--- src/rtl/mul_pipe_unit.sv ---
// RV32M multiply pipe (MUL/MULH/MULHSU/MULHU): one op per cycle, result after STAGES cycles.
// No backpressure: hold_i freezes every stage, flush_i empties the pipe and wins over hold.
module mul_pipe_unit #(
  parameter int XLEN   = 32,
  parameter int STAGES = 2
) (
  input  logic            clk_i,
  input  logic            rst_i,
  input  logic            valid_i,
  input  logic [1:0]      op_i,
  input  logic [4:0]      rd_i,
  input  logic [XLEN-1:0] ra_i,
  input  logic [XLEN-1:0] rb_i,
  input  logic            hold_i,
  input  logic            flush_i,
  input  logic [4:0]      hazard_rd_i,
  output logic            hazard_o,
  output logic            busy_o,
  output logic            wb_valid_o,
  output logic [4:0]      wb_rd_o,
  output logic [XLEN-1:0] wb_value_o
);

  if (STAGES < 2 || STAGES > 4) begin : g_bad_stages
    $error("mul_pipe_unit: STAGES must be in 2..4");
  end

  logic            accept;
  logic            a_sign;
  logic            b_sign;
  logic [XLEN:0]   a_q;
  logic [XLEN:0]   b_q;
  logic            hi_q;
  logic [STAGES:1] vld_q;
  logic [4:0]      rd_q  [1:STAGES];
  logic [XLEN-1:0] val_q [2:STAGES];
  logic [2*XLEN-1:0] prod;
  logic [XLEN-1:0] result;
  logic            hit;

  assign accept = valid_i & ~hold_i & ~flush_i;
  assign a_sign = ra_i[XLEN-1] & ((op_i == 2'b01) | (op_i == 2'b10));
  assign b_sign = rb_i[XLEN-1] & (op_i == 2'b01);

  // Only the low 2*XLEN product bits are ever selected, so sign-extending the
  // XLEN+1-bit operands to 2*XLEN and truncating gives the same bits.
  assign prod   = {{(XLEN-1){a_q[XLEN]}}, a_q} * {{(XLEN-1){b_q[XLEN]}}, b_q};
  assign result = hi_q ? prod[2*XLEN-1:XLEN] : prod[XLEN-1:0];

  always_ff @(posedge clk_i or posedge rst_i) begin
    if (rst_i) begin
      a_q   <= '0;
      b_q   <= '0;
      hi_q  <= 1'b0;
      vld_q <= '0;
      for (int s = 1; s <= STAGES; s++) rd_q[s] <= '0;
      for (int s = 2; s <= STAGES; s++) val_q[s] <= '0;
    end else if (flush_i) begin
      a_q   <= '0;
      b_q   <= '0;
      hi_q  <= 1'b0;
      vld_q <= '0;
      for (int s = 1; s <= STAGES; s++) rd_q[s] <= '0;
      for (int s = 2; s <= STAGES; s++) val_q[s] <= '0;
    end else if (!hold_i) begin
      a_q      <= accept ? {a_sign, ra_i} : '0;
      b_q      <= accept ? {b_sign, rb_i} : '0;
      hi_q     <= accept && (op_i != 2'b00);
      vld_q[1] <= accept;
      rd_q[1]  <= accept ? rd_i : 5'd0;
      vld_q[2] <= vld_q[1];
      rd_q[2]  <= vld_q[1] ? rd_q[1] : 5'd0;
      val_q[2] <= vld_q[1] ? result : '0;
      for (int s = 3; s <= STAGES; s++) begin
        vld_q[s] <= vld_q[s-1];
        rd_q[s]  <= rd_q[s-1];
        val_q[s] <= val_q[s-1];
      end
    end
  end

  always_comb begin
    hit = 1'b0;
    for (int s = 1; s <= STAGES; s++) begin
      if (vld_q[s] && (rd_q[s] == hazard_rd_i)) hit = 1'b1;
    end
  end

  assign hazard_o   = hit & (hazard_rd_i != 5'd0);
  assign busy_o     = |vld_q;
  assign wb_valid_o = vld_q[STAGES];
  assign wb_rd_o    = rd_q[STAGES];
  assign wb_value_o = val_q[STAGES];

endmodule

--- config.mk ---
export PLATFORM = sky130hd
export DESIGN_NAME = mul_pipe_unit
export DESIGN_NICKNAME = d
export VERILOG_FILES = /design/src/rtl/mul_pipe_unit.sv
export SDC_FILE = /design/constraint.sdc
export NUM_CORES = 2
export LEC_CHECK = 0
export ABC_AREA = 0
export CAP_MARGIN = 5
export CORE_UTILIZATION = 49
export CTS_CLUSTER_DIAMETER = 60
export DETAILED_ROUTE_END_ITERATION = 7
export PLACE_DENSITY = 0.71
export SYNTH_ARGS = -nofsm -noshare
export SYNTH_HDL_FRONTEND = slang
export SYNTH_SLANG_ARGS = --single-unit
--- constraint.sdc ---
create_clock -name clk_i -period 20.9 [get_ports clk_i]
set_input_delay 2.09 -clock clk_i [delete_from_list [all_inputs] [get_ports clk_i]]
set_output_delay 2.09 -clock clk_i [all_outputs]
set_load 0.02 [all_outputs]
# Word level (Yosys, flattened, before mapping)
# Index checks and enable logic that the tools add are counted.
dict set report op_classes {
  bitwise_logic 8
  n_mux 20
  magnitude_cmp 0
  div_mod_pow 0
  n_reduce_logical 6
  shift 0
  eq_ne 5
  addsub 0
  n_mul 1
}
# cell n
set ops {}
lappend ops {{$mux W33} 6}
lappend ops {{$mux W32} 4}
lappend ops {{$mul A33 B33 Y64} 1}
lappend ops {{$mux W10} 2}
lappend ops {{$eq A5 B5 Y1} 2}
lappend ops {{$mux W5} 2}
lappend ops {{$and A1 B1 Y1} 5}
lappend ops {{$reduce_bool A5 Y1} 1}
lappend ops {{$mux W1} 4}
lappend ops {{$mux W2} 2}
lappend ops {{$logic_and A1 B1 Y1} 3}
lappend ops {{$eq A2 B1 Y1 const B} 1}
lappend ops {{$eq A2 B2 Y1 const B} 1}
lappend ops {{$ne A2 B1 Y1 const B} 1}
lappend ops {{$not A1 Y1} 2}
lappend ops {{$reduce_bool A2 Y1} 1}
lappend ops {{$reduce_or A2 Y1} 1}
lappend ops {{$or A1 B1 Y1} 1}
dict set report word_totals {
  romBits 0
  latch_bits 0
  n_memories 0
  input_bits 81
  reg_bits 111
  mem_bits_rw 0
  out_inout_bits 40
  elab_cells 47
}

# Depth between registers and ports, before layout
dict set report depth {
  ltp_word 6
  ltp_mapped 30
  depth_no_buf 28
}

# Least setup slack after synthesis
# OpenSTA, ideal clock, no wires.
dict set report synth_path {
  path_kind {flip-flop to flip-flop}
  startpoint {register b_q[3]}
  endpoint {register val_q, in the netlist wb_value_o[31]}
  n_path_buf 3
  required_ns 20.768
  path_slack_ns 13.269
  path_stages_with_launch 27
  t_arrival_ns 7.499
  cell_sequence {dfrtp_1 -> clkbuf_1 -> clkbuf_1 -> nand2_1 -> inv_1 -> fa_1 -> fa_1 -> fa_1 -> fa_1 -> fa_1 -> fa_1 -> fa_1 -> inv_1 -> fa_1 -> inv_1 -> ha_1 -> buf_2 -> a21o_1 -> a21o_1 -> o21bai_1 -> a21o_1 -> a221oi_2 -> o21ai_2 -> o21a_4 -> a311o_1 -> mux2i_1 -> o21ai_1}
}
dict set report synth_via {
  elab_chain_cells 5
}
# item line_no
set synth_lines {}
lappend synth_lines {{from (decl)} 32} ;# logic [XLEN:0] b_q;
lappend synth_lines {{from (signal assigned)} 67} ;# b_q <= accept ? {b_sign, rb_i} : '0;
lappend synth_lines {{$mul A33 B33 Y64} 47} ;# assign prod = {{(XLEN-1){a_q[XLEN]}}, a_q} * {{(XLEN-1){b_q[XLEN]}}, b_q};
lappend synth_lines {{$mux W32} 48} ;# assign result = hi_q ? prod[2*XLEN-1:XLEN] : prod[XLEN-1:0];
lappend synth_lines {{$mux W32} 73} ;# val_q[2] <= vld_q[1] ? result : '0;
lappend synth_lines {{$mux W32} 65} ;# end else if (!hold_i) begin
lappend synth_lines {{$mux W32} 58} ;# end else if (flush_i) begin
lappend synth_lines {{to (signal, indexed assignment)} 77} ;# val_q[s] <= val_q[s-1];
lappend synth_lines {{to (decl)} 36} ;# logic [XLEN-1:0] val_q [2:STAGES];
# No other way between the ends. The select of a mux whose other input is x is not followed.
# A chain may end at the register's enable or synchronous reset.

# Final worst setup path
dict set report layout_path {
  startpoint {register b_q[0]}
  endpoint {register val_q, in the netlist wb_value_o[17]}
}
# Same word-level chain as after synthesis.

==> key figures <==
Min path
  • Hold Startpoint: wb_value_o[2]
  • Worst hold path class: register to register

Worst setup path
  • Startpoint types: register
  • Worst path required time: 21.24 ns
  • Worst Path Arrival: 9.06 ns
  • Slowest cell on crit path: dfrtp_1
  • Crit-path max cell delay: 1.03 ns
  • Max FO, Critical Path: 34
  • FF-to-FF Start: b_q[0]
  • Crit Path Category: register to register
  • R2R setup slack: 12.18 ns
  • CP startpoint: b_q[0]
  • Most frequent CP cell: fa_1
  • Crit-path cells: nand2_1, inv_1, fa_1, fa_1, fa_1, inv_1, fa_1, inv_1, fa_1, fa_1, fa_1, inv_1, fa_1, inv_1, ha_1, nand2_1, nor3_1, nand4_1, o21ai_2, a31oi_1, xnor2_1, mux2i_1, o21ai_0
  • Worst Setup End Kind: register

Place
  • DP HPWL: 87700 µm
  • RePlAce Congestion: 0.913
  • Setup slack at placement: 12.23 ns
  • IO buf count: 120

Global routing
  • Initial antenna violation count: 1
  • First-pass GRT wire length: 178000 µm
  • Largest net degree at the start of global routing: 78
  • Total GRT Usage: 25.6%
  • Vias in the first global route: 33.0k
  • GRT overflow: 0

Clock tree
  • CTS Sinks: 111
  • Worst-path clk slew: 0.11 ns
  • Total number of H-tree levels: 3
  • Clock Path Buffers: 2
  • Clk_lat worst skew: 0.44 ns
  • # hold bufs at CTS: 0
  • CTS tree: yes
  • Post-CTS setup buffer count: 0
  • CTS resizes: 0
  • Clock root buffer: clkbuf_16
  • CTS Buf Count: 9

Power
  • Maximum vdd ir drop: 0.0460 mV
  • PwrDens: 18.1 mW/mm²
  • Leak: 23.7 nW

Logic synthesis
  • Area share of the largest cell type after synthesis: 52.6%
  • Most used DFF post-synth: dfrtp_1
  • Synth Net Count: 5948
  • Synthesized area: 0.0428 mm²
  • Count leader, synth: inv_1
  • Synth top cells by count: inv_1, fa_1, nand2_1
  • Sequential area share after synthesis: 6.48%
  • Ys Warns: 0
  • Cells after Synth: 4528
  • Synth cell types: 71
  • EDFF count, synth: 0
  • Post-synth top area cell: fa_1
  • Synth Register Bits: 111
  • Mapped Avg Cell Area: 9.46 µm²
  • Post-synth ARST share: 100%
  • Largest cells by area after synthesis: fa_1, inv_1, and2_1

Timing
  • Endpoints failing hold: 0
  • Tightest Pin Transition: 1.03 ns
  • Hold Slack: 0.492 ns
  • Max_slew headroom: 31.1%
  • Setup violations, final: 0
  • Max Slew Vio Count: 0
  • Period utilization: 41.7%
  • Min Tclk post-route: 8.72 ns
  • Peak Freq: 0.115 GHz
  • Post-layout worst setup margin: 12.18 ns
  • Final TNS setup: 0 ns
  • Skew final: 0.0227 ns
  • RSZ-0062 raised after global routing: no

Floorplan
  • Core area: 0.0868 mm²
  • Die Y-Extent: 298 µm
  • IO Pins: 121
  • Die W: 298 µm
  • Rows: 108
  • Starting Density: 49.4%
  • Die area: 0.0886 mm²

Detailed routing
  • Via Count: 29.7k
  • DRC violations left: 0
  • DRT Pass-1 Iters: 5
  • Vias per cell: 5.29
  • ANT nets after route: 0
  • Initial drt markers: 1605
  • DR WL/cell: 18.9 µm
  • Detailed Route WL: 106000 µm

Layout
  • Area of the multi-input gates: 0.0348 mm²
  • Share of layout cells above drive strength 1: 2.53%
  • Core Util, Final: 52.2%
  • FF/Latch Area: 0.00279 mm²
  • Nets: 5881
  • Area Growth Syn to Fin: 5.73%
  • Fillers: 7884

Run status
  • Status: finished, final reports clean

Flow run
  • Max cap viols: 0
## final timing paths
| path | endpoint | cells after the start |
|---|---|---|
| setup / recovery | wb_value_o[17] | 23 |
| hold / removal | wb_value_o[2] | 2 |
| setup reg to reg | wb_value_o[17] | 23 |
| hold reg to reg | wb_value_o[2] | 2 |
| max in group asynchronous | a_q[2] | 3 |
| min in group asynchronous | rd_q[6] | 2 |
## sequential cells by signal, summed over array words and instances, names as in the netlist
| name | flops |
|---|---|
| hi_q | 1 |
| a_q | 33 |
| b_q | 33 |
| wb_rd_o | 5 |
| rd_q | 5 |
| wb_value_o | 32 |
| vld_q | 2 |
## layout make-up
class | instances | area share [%]
Clock inverter | 7 | 0.226
Clock buffer | 9 | 0.497
Inverter | 1132 | 9.38
Timing Repair Buffer | 183 | 3.70
Tap cell | 1155 | 3.19
Sequential cell | 111 | 6.15
Antenna cell | 4 | 0.0221
Multi-Input combinational cell | 3024 | 76.8
## cell usage in the layout (no fill, tap or decap), types with 3 or more instances in the layout
cell type and instances:
xor2_1 37, dfrtp_1 105, o21ai_0 47, inv_8 3, inv_12 3, clkbuf_16 9, o21bai_1 8, a31oi_1 10
o22ai_1 3, a221oi_1 5, buf_4 63, nor2b_1 34, o21a_1 5, dfrtp_2 6, a211oi_1 5, nand3_1 19
a21o_1 43, clkdlybuf4s50_1 120, nor3_1 9, nand2b_1 14, mux2i_1 8, a31o_2 4, and2_1 534, a22o_1 75
ha_1 214, and3_1 10, a21oi_1 49, nor2_1 27, fa_1 1125, xnor2_1 46, a22oi_1 21, o21ai_1 10
nand2_1 594, nand4_1 12, diode_2 4, o211ai_1 6, inv_1 1131
## logic make-up (layout without fill, tap and decap cells)
family,count (synthesis),count (layout),share of synthesized area (%)
compound gates,325,325,5.62
xor+xnor,83,83,1.70
fa+ha+maj,1339,1339,58.8
buf+inv,1393,1331,12.3
flops,111,111,6.48
mux,9,9,0.213
other cells,0,4,0
simple gates,1268,1268,14.9
## where the power goes
| group | switching [W] | leakage (nW) | internal (W) |
|---|---|---|---|
| logic | 0.000236 | 22.0 | 0.000130 |
| clock network | 0.000130 | 0.161 | 0.0000913 |
| registers | 0.0000117 | 1.52 | 0.000221 |
| total | 0.000378 | 23.7 | 0.000442 |
## through the flow
step | std cells | instance area, µm² | power [W]
floorplan | 4528 | 42800 | 0.000470
global placement | 5605 | 45000 | 0.000595
detailed placement | 5605 | 45000 | 0.000601
CTS | 5621 | 45300 | 0.000826
global route | 5621 | 45300 | 0.000873
finish | 5625 | 45300 | 0.000820
## worst max-delay path, delay by kind of cell, from the launching register on
family,cells,cell delay (ns)
flops,1,1.03
compound gates,3,0.69
mux,1,0.13
buf+inv,5,0.53
xor+xnor,1,0.38
simple gates,4,1.00
fa+ha+maj,9,4.82
## metal layers
layer	vias to the layer above	GRT usage (%)	part of all wire, %
met1	15800	33.3	41
li1	12900	-	-
met3	192	3.10	4.9
met2	840	44.3	51
met5	-	0	0
met4	0	8.38	3.2
No activity file was read; power rests on OpenSTA's default activity.
